==> config.mk <==
export PLATFORM = sky130hd
export DESIGN_NAME = ga_phase_controller
export DESIGN_NICKNAME = d
export VERILOG_FILES = /design/src/rtl/ga_phase_controller.sv
export SDC_FILE = /design/constraint.sdc
export NUM_CORES = 1
export LEC_CHECK = 0
export ABC_CLOCK_PERIOD_IN_PS = 2550
export BUFFER_PORTS_ARGS = -buffer_cell sky130_fd_sc_hd__buf_4
export CAP_MARGIN = 0
export CORE_ASPECT_RATIO = 0.9
export CORE_MARGIN = 3
export CORE_UTILIZATION = 52
export DETAILED_ROUTE_END_ITERATION = 6
export PLACE_DENSITY = 0.86
export SYNTH_ARGS = -nofsm -noshare
export SYNTH_HDL_FRONTEND = slang
export SYNTH_SLANG_ARGS = --single-unit
==> constraint.sdc <==
create_clock -name CLOCK_50 -period 2.55 [get_ports CLOCK_50]
set_input_delay 0.1275 -clock CLOCK_50 [delete_from_list [all_inputs] [get_ports CLOCK_50]]
set_output_delay 0.1275 -clock CLOCK_50 [all_outputs]
set_load 0.02 [all_outputs]
==> src/rtl/ga_phase_controller.sv <==
// ga_phase_controller: generation sequencer stepping INIT -> EVAL -> SORT -> MUTATE with stop conditions and a phase watchdog
module ga_phase_controller #(
  parameter int                           primaryInputCount = 8,
  parameter logic [primaryInputCount+1:0] TARGET_FITNESS    = 10'd256,
  parameter logic [15:0]                  MAX_GENERATIONS   = 16'd1000,
  parameter logic [23:0]                  PHASE_TIMEOUT     = 24'hFFFFFF
) (
  input  logic                         CLOCK_50,
  input  logic                         reset,
  input  logic                         start,
  input  logic                         init_done,
  input  logic                         eval_done,
  input  logic [3:0]                   state_sortFSM,
  input  logic                         mutate_done,
  input  logic [primaryInputCount+1:0] best_fitness,
  output logic [2:0]                   state_controller,
  output logic [15:0]                  generation,
  output logic                         busy,
  output logic                         solved,
  output logic                         timeout_err
);
  typedef enum logic [2:0] {
    IDLE   = 3'b000,
    SORT   = 3'b001,
    EVAL   = 3'b010,
    MUTATE = 3'b011,
    INIT   = 3'b100,
    FINISH = 3'b101,
    ERROR  = 3'b111
  } state_t;
  state_t      state;
  logic [23:0] phase_cnt;
  logic        sort_fin;
  logic        phase_done;
  logic        wd_hit;
  logic        last_gen;
  logic [15:0] gen_next;
  assign state_controller = state;
  assign sort_fin = state_sortFSM == 4'b1000;
  assign gen_next = &generation ? generation : generation + 16'd1;
  assign last_gen = {1'b0, generation} + 17'd1 == {1'b0, MAX_GENERATIONS};
  // the watchdog fires on the cycle whose increment would bring the counter to PHASE_TIMEOUT-1
  assign wd_hit = phase_cnt == PHASE_TIMEOUT - 24'd2;
  // completion strobe belonging to the current phase; done pulses from other phases are ignored
  always_comb
    phase_done = state == INIT   ? init_done :
                 state == EVAL   ? eval_done :
                 state == SORT   ? sort_fin :
                 state == MUTATE ? mutate_done : 1'b0;
  // phase sequencing, generation counting, stop flags and watchdog
  always_ff @(posedge CLOCK_50 or posedge reset) begin
    if (reset) begin
      state       <= IDLE;
      generation  <= '0;
      busy        <= 1'b0;
      solved      <= 1'b0;
      timeout_err <= 1'b0;
      phase_cnt   <= '0;
    end else begin
      case (state)
        IDLE, FINISH, ERROR:
          if (start) begin
            state       <= INIT;
            busy        <= 1'b1;
            generation  <= '0;
            solved      <= 1'b0;
            timeout_err <= 1'b0;
            phase_cnt   <= '0;
          end
        INIT, EVAL, SORT, MUTATE:
          if (phase_done) begin
            phase_cnt <= '0;
            case (state)
              INIT: state <= EVAL;
              EVAL: state <= SORT;
              MUTATE: begin
                state      <= EVAL;
                generation <= gen_next;
              end
              default:
                if (best_fitness >= TARGET_FITNESS) begin
                  state      <= FINISH;
                  busy       <= 1'b0;
                  solved     <= 1'b1;
                  generation <= gen_next;
                end else if (last_gen) begin
                  state      <= FINISH;
                  busy       <= 1'b0;
                  generation <= gen_next;
                end else begin
                  state <= MUTATE;
                end
            endcase
          end else if (wd_hit) begin
            state       <= ERROR;
            busy        <= 1'b0;
            timeout_err <= 1'b1;
            phase_cnt   <= '0;
          end else begin
            phase_cnt <= phase_cnt + 24'd1;
          end
        default: begin
          state     <= IDLE;
          busy      <= 1'b0;
          phase_cnt <= '0;
        end
      endcase
    end
  end
endmodule

Word-level counts from Yosys, hierarchy flattened
Index checks and enable logic that the tools add are counted.
Widths: inputs -> output; s select.
{"block": "classes", "eq_ne": 20, "magnitude_cmp": 1, "muxes": 37, "n_reduce_logical": 13, "add_sub_neg": 3}
{"op": "$mux 16", "count": 5}
{"op": "$mux 24", "count": 3}
{"op": "$pmux 16 s2", "count": 2}
{"op": "$pmux 24 s2", "count": 1}
{"op": "$add 24x1->24 const B", "count": 1}
{"op": "$eq 24x24->1 const B", "count": 1}
{"op": "$add 16x1->17 const B", "count": 1}
{"op": "$eq 17x10->1 const B", "count": 1}
{"op": "$add 16x1->16 const B", "count": 1}
{"op": "$mux 1", "count": 16}
{"op": "$reduce_and 16->1", "count": 1}
{"op": "$mux 3", "count": 5}
{"op": "$ne 2x2->1 const B", "count": 7}
{"op": "$pmux 3 s2", "count": 2}
{"op": "$ge 10x9->1 const B", "count": 1}
{"op": "$reduce_and 5->1", "count": 2}
{"op": "$eq 3x3->1 const B", "count": 3}
{"op": "$ne 4x4->1 const B", "count": 2}
{"op": "$reduce_and 4->1", "count": 2}
{"op": "$eq 3x2->1 const B", "count": 2}
{"op": "$ne 3x3->1 const B", "count": 2}
{"op": "$pmux 1 s2", "count": 3}
{"op": "$reduce_or 3->1", "count": 2}
{"op": "$eq 4x4->1 const B", "count": 1}
{"op": "other kinds (6)", "count": 7}
{"block": "totals", "out_inout_bits": 22, "in_bits": 20, "regBits": 46}

Logic depth before layout (Yosys ltp)
Gate-level depths: netlist (run 1).
{"block": "depth", "ltp_word": 7, "mapped_depth": 10, "mapped_depth_nobuf": 8}

Worst setup path before layout (run 1)
OpenSTA, ideal clock, no wires.
{"block": "synth_timing", "path_type": "register to register", "start": "register generation[0]", "end": "register generation[3]", "synth_period_minus_slack_ns": 2.924, "path_buffers": 2, "setup_slack_ns": -0.374, "path_stages_with_launch": 11, "arrival_time_ns": 2.832, "t_required_ns": 2.458, "path_cell_list": "dfrtp_1 > ha_1 > nand3_1 > nor4_1 > xnor2_1 > nand4_1 > a311o_2 > or2_1 > buf_6 > buf_6 > o31ai_2"}
{"block": "synth_via", "elab_chain_cells": 7}
{"item": "start, declared", "line": "17", "source": "output logic [15:0] generation,"}
{"item": "start signal, assigned", "line": "78", "source": "generation <= gen_next;"}
{"item": "start signal, assigned", "line": "85", "source": "generation <= gen_next;"}
{"item": "start signal, assigned", "line": "89", "source": "generation <= gen_next;"}
{"item": "$add 16x1->16 / $reduce_and 16->1 (equally long branches)", "line": "40", "source": "assign gen_next = &generation ? generation : generation + 16'd1;"}
{"item": "$mux 16", "line": "40"}
{"item": "$mux 16", "line": "86", "source": "end else if (last_gen) begin"}
{"item": "$mux 16", "line": "81", "source": "if (best_fitness >= TARGET_FITNESS) begin"}
{"item": "$pmux 16 s2", "line": "73", "source": "case (state)"}
{"item": "$mux 16", "line": "71", "source": "if (phase_done) begin"}
{"item": "$pmux 16 s2", "line": "60", "source": "case (state)"}
Several ways; a longest one is shown, not always the timed one. The select of a mux whose other input is x is not followed.
A chain may end at the register's enable or synchronous reset.

Worst setup path in the final report (run 1)
{"block": "layout_timing", "start": "register generation[10]", "end": "register generation[8]"}
{"block": "layout_via", "elab_chain_cells": 7}
{"item": "branches (longest 7 deep; another with $add 16x1->17)"}
Parallel ways; which one is timed is not known. The select of a mux whose other input is x is not followed.

==> impl_metrics.tcl, run 1 <==
set metrics [dict create \
    crit_start "generation[10]" \
    crit_required_ns 2.74 \
    ys.flop_type "dfrtp_1" \
    synth_area_leader_cell "dfrtp_1" \
    avgSynthCellArea_sq_um 8.833 \
    max_freq_mhz 392.4 \
    seqPwrFrac 0.330 \
    area_growth_pct 28.46 \
    cts_buffers 5 \
    synthTopCellsByArea "dfrtp_1, xor2_1, nor2_1, o21ai_0, nand2_1" \
    antenna_found_initial 0 \
    rr_startpoint "generation[10]" \
    drive_gt1_frac 0.3140 \
    status "finished clean" \
    slew-limit-headroom 0.3603 \
    stdcell_count 444 \
    clk_latency_ns 0.30 \
    synth_common_cells "dfrtp_1, nor2_1, nand2_1, o21ai_0, xor2_1" \
    dr_total_vias 2613 \
    fillers 328 \
    die_area_sq_um 6321 \
    first_pass_iters 4 \
    ys_async_sr_fraction 1.000 \
    cp_slowest_cell "a311o_2" \
    peakVddDrop_uv 658.3 \
    fin_crit_ns 2.549 \
    core-area_sq_um 5015 \
    nets 401 \
    cts.clk_slew.worst_paths_ns 0.09 \
    crit_type "reg2reg" \
    finalSetupTns_ns 0 \
    grt_pass1_wl_mm 11.49 \
    viasPerCell 5.885 \
    reg2reg_depth 8 \
    synthesis.area_sq_um 2809 \
    synth_most_common_cell "dfrtp_1" \
    finalWirelength_mm 7.098 \
    grtUsageTotal 0.2245 \
    synth_edf_count 0 \
    drt_iter0_markers 249 \
    dp_cells 428 \
    p_int_mw 1.591 \
    p_sw_frac 0.4120 \
    die_x_microns 83.47 \
    cts_buffer_depth 2 \
    path_buf_inv 1 \
    io_buffers 33 \
    stdcell_area_sq_um 3608 \
    setup_violations 0 \
    grt_pass1_vias 2457 \
    hold_class "in2async" \
    crit_family "simple AND/OR/NAND/NOR gates" \
    clockPowerShare 0.204 \
    cp.depth 8 \
    syn_nets 341 \
    placed_area_sq_um 3339 \
    path_cells "nand4_1 > nor4_4 > mux2i_1 > a31oi_1 > a311o_2 > or2_4 > buf_12 > o31ai_2" \
    place_congestion 0.8826 \
    initial_core_util 0.5601 \
    cts_root_buffer "clkbuf_8" \
    drv_cap 0 \
    slew_violations 0 \
    fin_crit_sh 0.9995 \
    hpwl_mm 4.843 \
    arrival_ns 2.74 \
    powerDensity_nw_per_um2 749.7 \
    cts_tree "yes" \
    fin_util 0.7196 \
    start_kind "flop" \
    avgRoutedWirePerCell_microns 15.99 \
    yosys_warnings 0 \
    num_io_pins 42 \
    leakagePower_nw 1.580 \
    cpPeakStageDelay_ns 0.39 \
    r2r-end "generation[8]" \
    crit_end "generation[8]" \
    end_kind "flop" \
    ys_ff_latch 46 \
    synth_cell_types 52 \
    grt_max_degree 47 \
    clkSinkCount 46 \
    r2r_slack_ns 0.001 \
    fin_skew_ns 0.006985 \
    htreeDepth 2 \
    fp-row-count 24 \
    drtAntennaViolNets 0 \
    insertedDiodeCount 0 \
    post-route-drc-count 0 \
    tightest_slew_ns 0.9581 \
    cp_max_fo 10 \
    p_comb_frac 0.466 \
    seq_area_frac_synth 0.4098 \
    worst_slack_ns 0.001396 \
    hold_violations 0 \
    switchingPower_mw 1.115 \
    rsz0062_at_grt "true" \
    synth_top_area_share 0.4098 \
    syn_inst 318 \
    die_h_microns 75.73 \
    pre_cts_ws_ns -0.02404 \
    gr-total-overflow 0 \
]
cell type report:
type | count | area (sq um) | share of cell area
multi-input combinational | 246 | 1668 | 0.4622
sequential | 46 | 1166 | 0.3232
timing repair buffer | 71 | 549.3 | 0.1522
tap | 65 | 81.33 | 0.02254
clock buffer | 5 | 68.82 | 0.01907
clock inverter | 3 | 45.04 | 0.01248
inverter | 8 | 30.03 | 0.008322
sequential cells by signal, summed over array words and instances (netlist names):
name,flops
phase_cnt,24
generation,16
state_controller,3
busy,1
solved,1
timeout_err,1
stage by stage:
step	power, mW	hold WS [ns]
after global routing	2.876	0.1247
after CTS	2.657	0.07707
after detailed placement	2.077	0.4067
after floorplan	1.686	0.3126
after global placement	2.048	0.4000
final	2.705	0.05116
cells in the final DEF (no fill, tap or decap), types with 8 or more instances in the layout:
| master | instances |
|---|---|
| xnor2_1 | 8 |
| nand3_1 | 14 |
| nand2_1 | 25 |
| nor2_1 | 41 |
| o21ai_1 | 8 |
| xor2_1 | 18 |
| buf_4 | 69 |
| dfrtp_1 | 34 |
| nand4_1 | 14 |
| a21oi_1 | 10 |
| o21ai_0 | 19 |
| dfrtp_2 | 12 |
how the worst min path moves through the flow:
| stage | end | start | slack, ns | cells past startpoint |
|---|---|---|---|---|
| finish | phase_cnt[17] | reset | 0.05 | 2 |
| global route | phase_cnt[16] | reset | 0.12 | 2 |
| CTS | phase_cnt[17] | reset | 0.08 | 2 |
| detailed placement | generation[12] | reset | 0.41 | 2 |
| global placement | generation[12] | reset | 0.40 | 2 |
| floorplan | state_controller[2] | init_done | 0.31 | 3 |
power groups by stage:
stage	logic (mW)	registers (mW)	clock network (mW)
final	1.26	0.892	0.551
after global routing	1.38	0.904	0.595
after CTS	1.21	0.885	0.558
after detailed placement	1.19	0.890	0
after global placement	1.16	0.884	0
after floorplan	0.718	0.968	0
cell families (layout without fill, tap and decap cells):
family | Yosys count | after routing | synth area share
buffers and inverters | 26 | 87 | 0.04320
adder cells (fa/ha/maj) | 3 | 3 | 0.01336
AO/OA/AOI/OAI | 68 | 68 | 0.1630
XOR/XNOR | 27 | 27 | 0.08419
AND/OR/NAND/NOR | 144 | 144 | 0.2722
flip-flops | 46 | 46 | 0.4098
multiplexers | 4 | 4 | 0.01425
worst reg2reg max path, cell delays in order (launching register included):
cell	delay, ns
dfrtp_2	0.38
nand4_1	0.26
nor4_4	0.35
mux2i_1	0.29
a31oi_1	0.14
a311o_2	0.39
or2_4	0.26
buf_12	0.15
o31ai_2	0.22
per-layer routing:
metal  track usage  vias to the layer above  share of wire
li1              -                     1257              -
met1        0.3087                     1249           0.46
met2        0.3754                       97           0.47
met3       0.03784                       10          0.056
met4       0.06250                        0          0.012
met5             0                        -              0
repair_timing:
action,in CTS,in global routing
hold buffers,0,0
endpoints found under the setup margin,6,13
pin swaps,2,12
setup buffers,2,6
hold endpoints to repair,0,0
gates resized for setup,4,15
(Power assumes the default switching activity.)
==> run 2, diff against run 1 <==
--- a/config.mk
+++ b/config.mk
@@ -5,7 +5,7 @@
 export SDC_FILE = /design/constraint.sdc
 export NUM_CORES = 1
 export LEC_CHECK = 0
-export ABC_CLOCK_PERIOD_IN_PS = 2550
+export ABC_CLOCK_PERIOD_IN_PS = 2250
 export BUFFER_PORTS_ARGS = -buffer_cell sky130_fd_sc_hd__buf_4
 export CAP_MARGIN = 0
 export CORE_ASPECT_RATIO = 0.9
==> constraint.sdc (replaced) <==
create_clock -name CLOCK_50 -period 2.25 [get_ports CLOCK_50]
set_input_delay 0.1125 -clock CLOCK_50 [delete_from_list [all_inputs] [get_ports CLOCK_50]]
set_output_delay 0.1125 -clock CLOCK_50 [all_outputs]
set_load 0.02 [all_outputs]
==> run 2 against run 1 <==
Net effect:
- the flow now finishes with violations (setup timing)
- worst setup slack worse by 0.17 ns
- sequential share of layout area down 1.6 points
- critical path depth up 1
- register-to-register slack worse by 0.17 ns
- non-clock buffer count up 18
- first-iteration DRC count up 49%
- die area unchanged
- routed wire length up 20%
- combinational power up 29%
- count of clock-buffer cells in the layout unchanged
==> impl_metrics.tcl, run 2 (same netlist as run 1, synthesis figures left out) <==
set metrics [dict create \
    grt_pass1_wl_mm 12.69 \
    fin_util 0.7580 \
    tightest_slew_ns 0.5083 \
    avgRoutedWirePerCell_microns 18.39 \
    violations "setup timing" \
    status "finished with violations" \
    regMostFlops "phase_cnt" \
    hold_violations 0 \
    cts.clk_slew.worst_paths_ns 0.09 \
    insertedDiodeCount 0 \
    crit_type "reg2reg" \
    powerDensity_nw_per_um2 861.9 \
    num_io_pins 42 \
    final_common_cell "buf_4" \
    fin_crit_ns 2.415 \
    cts_buffer_depth 2 \
    max_freq_mhz 414.1 \
    cts_root_buffer "clkbuf_8" \
    die_h_microns 75.73 \
    p_int_mw 1.871 \
    rsz0062_at_grt "true" \
    rr_startpoint "generation[1]" \
    die_area_sq_um 6321 \
    clockPowerShare 0.195 \
    htreeDepth 2 \
    place_congestion 0.8914 \
    cts_buffers 5 \
    area_growth_pct 35.32 \
    antenna_found_initial 0 \
    cts_tree "yes" \
    die_x_microns 83.47 \
    clkSinkCount 46 \
    hold_class "in2reg" \
    finalWirelength_mm 8.498 \
    dr_total_vias 2891 \
    end_kind "flop" \
    arrival_ns 2.62 \
    clk_latency_ns 0.31 \
    gr-total-overflow 0 \
    drv_cap 0 \
    hpwl_mm 5.408 \
    setup_violations 16 \
    largest_reg_flops 24 \
    drt_iter0_markers 372 \
    switchingPower_mw 1.405 \
    fp-row-count 24 \
    fin_crit_sh 1.073 \
    slew_violations 0 \
    p_comb_frac 0.496 \
    start_kind "flop" \
    peakVddDrop_uv 595.2 \
    initial_core_util 0.5601 \
    cp_max_fo 7 \
    core-area_sq_um 5015 \
    io_buffers 33 \
    grtUsageTotal 0.2545 \
    slew-limit-headroom 0.6596 \
    nets 419 \
    drive_gt1_frac 0.3602 \
    holdWs_ns 0.09162 \
    worst_slack_ns -0.1649 \
    fin_skew_ns 0.009698 \
    crit_start "generation[1]" \
    worstHoldStart "init_done" \
    p_sw_frac 0.4289 \
    crit_required_ns 2.46 \
    final_cell_mix "buf_4, nor2_1, dfrtp_1, nand2_1, xor2_1" \
    fillers 300 \
    finalSetupTns_ns -1.655 \
    grt_pass1_vias 2663 \
    drtAntennaViolNets 0 \
    leakagePower_nw 1.694 \
    viasPerCell 6.258 \
    stdcell_area_sq_um 3801 \
    first_pass_iters 6 \
    post-route-drc-count 0 \
    placed_area_sq_um 3470 \
    seqPwrFrac 0.309 \
    grt_max_degree 31 \
]
run 2: cell type report:
type,count,area (sq um),area share
clock buffer,5,68.82,0.01810
clock inverter,3,43.79,0.01152
sequential,46,1166,0.3068
multi-input combinational,246,1718,0.4519
timing repair buffer,89,693.2,0.1824
tap,65,81.33,0.02140
inverter,8,30.03,0.007900
run 2: path summary, 6_finish.rpt:
path | slack, ns | cells past startpoint | to
max in group asynchronous | 1.19 | 4 | phase_cnt[14]
hold / removal | 0.09 | 4 | state_controller[2]
setup reg to reg | -0.16 | 9 | generation[12]
min in group asynchronous | 0.34 | 3 | generation[6]
setup / recovery | -0.16 | 9 | generation[12]
hold reg to reg | 0.51 | 2 | solved
run 2: through the flow:
| stage | total power [mW] | setup slack, ns | cells |
|---|---|---|---|
| 2_1_floorplan | 1.915 | -0.3208 | 318 |
| 3_3_place_gp | 2.332 | -0.1229 | 446 |
| 3_5_place_dp | 2.382 | -0.1690 | 446 |
| 4_1_cts | 3.088 | -0.07167 | 458 |
| 5_1_grt | 3.422 | -0.2346 | 462 |
| 6_report | 3.276 | -0.1649 | 462 |
run 2: per-layer routing:
layer,vias up,routed length [microns],GRT usage
li1,1295,-,-
met1,1410,3461,0.3067
met2,163,4133,0.4617
met3,23,698,0.05622
met4,0,205,0.08929
met5,-,0,0
run 2: worst max-delay path, stage by stage (launching register included):
cell and delay (ns):
dfrtp_2 0.41, buf_6 0.13, nand4_4 0.12, nor4_4 0.29, mux2i_1 0.29, a31oi_1 0.13, a311o_2 0.34, or2_4 0.27
buf_6 0.15, o41ai_4 0.19
run 2: power by group through the flow:
stage / Sequential, mW / Clock [mW] / Combinational [mW]
CTS: 1.00 / 0.640 / 1.45
global route: 1.02 / 0.674 / 1.73
detailed placement: 1.01 / 0 / 1.38
finish: 1.01 / 0.640 / 1.62
floorplan: 1.10 / 0 / 0.816
global placement: 1.00 / 0 / 1.33
run 2: what timing repair did:
| action | 4_1_cts | 5_1_grt |
|---|---|---|
| setup buffers | 3 | 4 |
| pin swaps | 10 | 4 |
| hold endpoints to repair | 16 | 0 |
| hold buffers | 1 | 0 |
| endpoints found under the setup margin | 15 | 37 |
| gates resized for setup | 17 | 24 |
| gates cloned | 0 | 0 |
==> run 3, diff against run 2 <==
--- a/config.mk
+++ b/config.mk
@@ -6,7 +6,7 @@
 export NUM_CORES = 1
 export LEC_CHECK = 0
 export ABC_CLOCK_PERIOD_IN_PS = 2250
-export BUFFER_PORTS_ARGS = -buffer_cell sky130_fd_sc_hd__buf_4
+export BUFFER_PORTS_ARGS = -buffer_cell sky130_fd_sc_hd__buf_2
 export CAP_MARGIN = 0
 export CORE_ASPECT_RATIO = 0.9
 export CORE_MARGIN = 3
==> run 3 against run 2 <==
Net effect:
- largest cell class unchanged
- total power is 1.6% lower
- clock skew is 0.0045 ns lower
- sequential share of layout area is 0.48 points higher
- the run still ends with setup timing left
- core utilization is 1.2 points lower
==> impl_metrics.tcl, run 3 (same netlist as run 1, synthesis figures left out) <==
set metrics [dict create \
    leakagePower_nw 1.679 \
    drtAntennaViolNets 0 \
    gr-total-overflow 0 \
    area_growth_pct 33.23 \
    drv_cap 0 \
    grt_max_degree 47 \
    num_io_pins 42 \
    violations "setup timing" \
    regMostFlops "phase_cnt" \
    nets 419 \
    drive_gt1_frac 0.3678 \
    antenna_found_initial 0 \
    cts_buffer_depth 2 \
    power_mw 3.223 \
    cts_root_buffer "clkbuf_8" \
    insertedDiodeCount 0 \
    hold_violations 0 \
    grtUsageTotal 0.2555 \
    crit_type "reg2reg" \
    io_buffers 33 \
    status "finished with violations" \
    htreeDepth 2 \
    drt_iter0_markers 228 \
    die_h_microns 75.73 \
    fin_skew_ns 0.005184 \
    rsz0062_at_grt "true" \
    avgRoutedWirePerCell_microns 18.13 \
    cp_slowest_cell "a311o_2" \
    max_freq_mhz 407.7 \
    fin_crit_ns 2.453 \
    first_pass_iters 5 \
    hpwl_mm 5.119 \
    top_usage_layer "met2" \
    die_x_microns 83.47 \
    fillers 312 \
    grt_pass1_wl_mm 12.77 \
    initial_core_util 0.5601 \
    met2_usage 0.4297 \
    final_cell_mix "buf_4, nor2_1, dfrtp_1, buf_2, nand2_1" \
    end_kind "flop" \
    core-area_sq_um 5015 \
    setup_violations 16 \
    finalWirelength_mm 8.375 \
    crit_family "simple AND/OR/NAND/NOR gates" \
    cpPeakStageDelay_ns 0.42 \
    fin_crit_sh 1.090 \
    die_area_sq_um 6321 \
    path_cells "ha_4 > nand3_4 > nor4_4 > xnor2_1 > nand4_1 > a311o_2 > or2_4 > buf_6 > o31ai_2" \
    start_kind "flop" \
    largest_reg_flops 24 \
    post-route-drc-count 0 \
    cts.clk_slew.worst_paths_ns 0.09 \
    place_congestion 0.9025 \
    cp_max_fo 5 \
    arrival_ns 2.67 \
    fp-row-count 24 \
    hold_class "in2reg" \
    dr_total_vias 2870 \
    viasPerCell 6.212 \
    cts_buffers 5 \
    met1_usage 0.3204 \
    worst_slack_ns -0.2030 \
    clk_latency_ns 0.31 \
    clkSinkCount 46 \
    slew_violations 0 \
    powerDensity_nw_per_um2 861.3 \
    crit_required_ns 2.47 \
    peakVddDrop_uv 695.3 \
    path_buf_inv 1 \
    gr-usage-met3 0.05514 \
    slew-limit-headroom 0.6009 \
    cts_tree "yes" \
    final_common_cell "buf_4" \
    grt_pass1_vias 2635 \
    tightest_slew_ns 0.5987 \
    finalSetupTns_ns -2.188 \
]
==> run 3: cell types whose count changed in the layout (fill, tap and decap cells not counted), moves of 2 or more <==
cell,previous run,this run
o31ai_2,3,5
buf_4,82,49
o31ai_1,3,1
o21ai_1,9,11
o21ai_2,6,3
buf_2,0,33
clkinvlp_4,0,2
==> run 3: what timing repair did <==
item	in CTS	in global routing
pin swaps	2	12
endpoints found under the setup margin	24	39
resized for setup	9	34
endpoints found under the hold margin	46	0
hold buffers	1	0
buffers inserted	3	5
==> run 3: final cells by class <==
type	instances	area, sq um	share of cell area
clock buffer	5	68.82	0.01839
clock inverter	3	45.04	0.01204
inverter	8	30.03	0.008024
multi-input combinational	246	1740	0.4651
sequential	46	1166	0.3116
tap	65	81.33	0.02173
timing repair buffer	89	610.6	0.1632
==> run 3: worst paths after layout <==
path                       depth (start not counted)  slack, ns                   to     startpoint
max                                                9      -0.20       generation[11]  generation[1]
max in group asynchronous                          4       1.33        generation[3]          reset
min                                                4       0.11  state_controller[2]      init_done
max reg2reg                                        9      -0.20       generation[11]  generation[1]
min in group asynchronous                          4       0.50        generation[5]          reset
min reg2reg                                        2       0.49               solved         solved
==> run 3: power breakdown <==
group | internal, mW | switching, mW
combinational | 0.572 | 0.997
sequential | 0.914 | 0.104
clock | 0.331 | 0.305
total | 1.82 | 1.41
==> run 3: per-layer routing <==
metal	vias to the layer above	part of all wire
met2	174	0.49
met3	36	0.079
met5	-	0
met1	1376	0.40
li1	1284	-
met4	0	0.036
==> run 3: worst min-delay path, stage by stage <==
cell and delay, ns:
buf_2 0.10, nor2_1 0.04, nor2_1 0.08, nor3_1 0.05
==> run 3: through the flow <==
stage                     utilization  cells  hold slack, ns  setup WS (ns)  area (sq um)
after floorplan                     -    318          0.2976        -0.3208          2895
after global placement         0.6739    445          0.2918        -0.1615          3379
after detailed placement       0.6739    445          0.3045        -0.2482          3379
after CTS                      0.7118    457          0.1085        -0.1019          3570
after global routing           0.7463    462          0.1239        -0.3090          3742
final                          0.7463    462          0.1118        -0.2030          3742
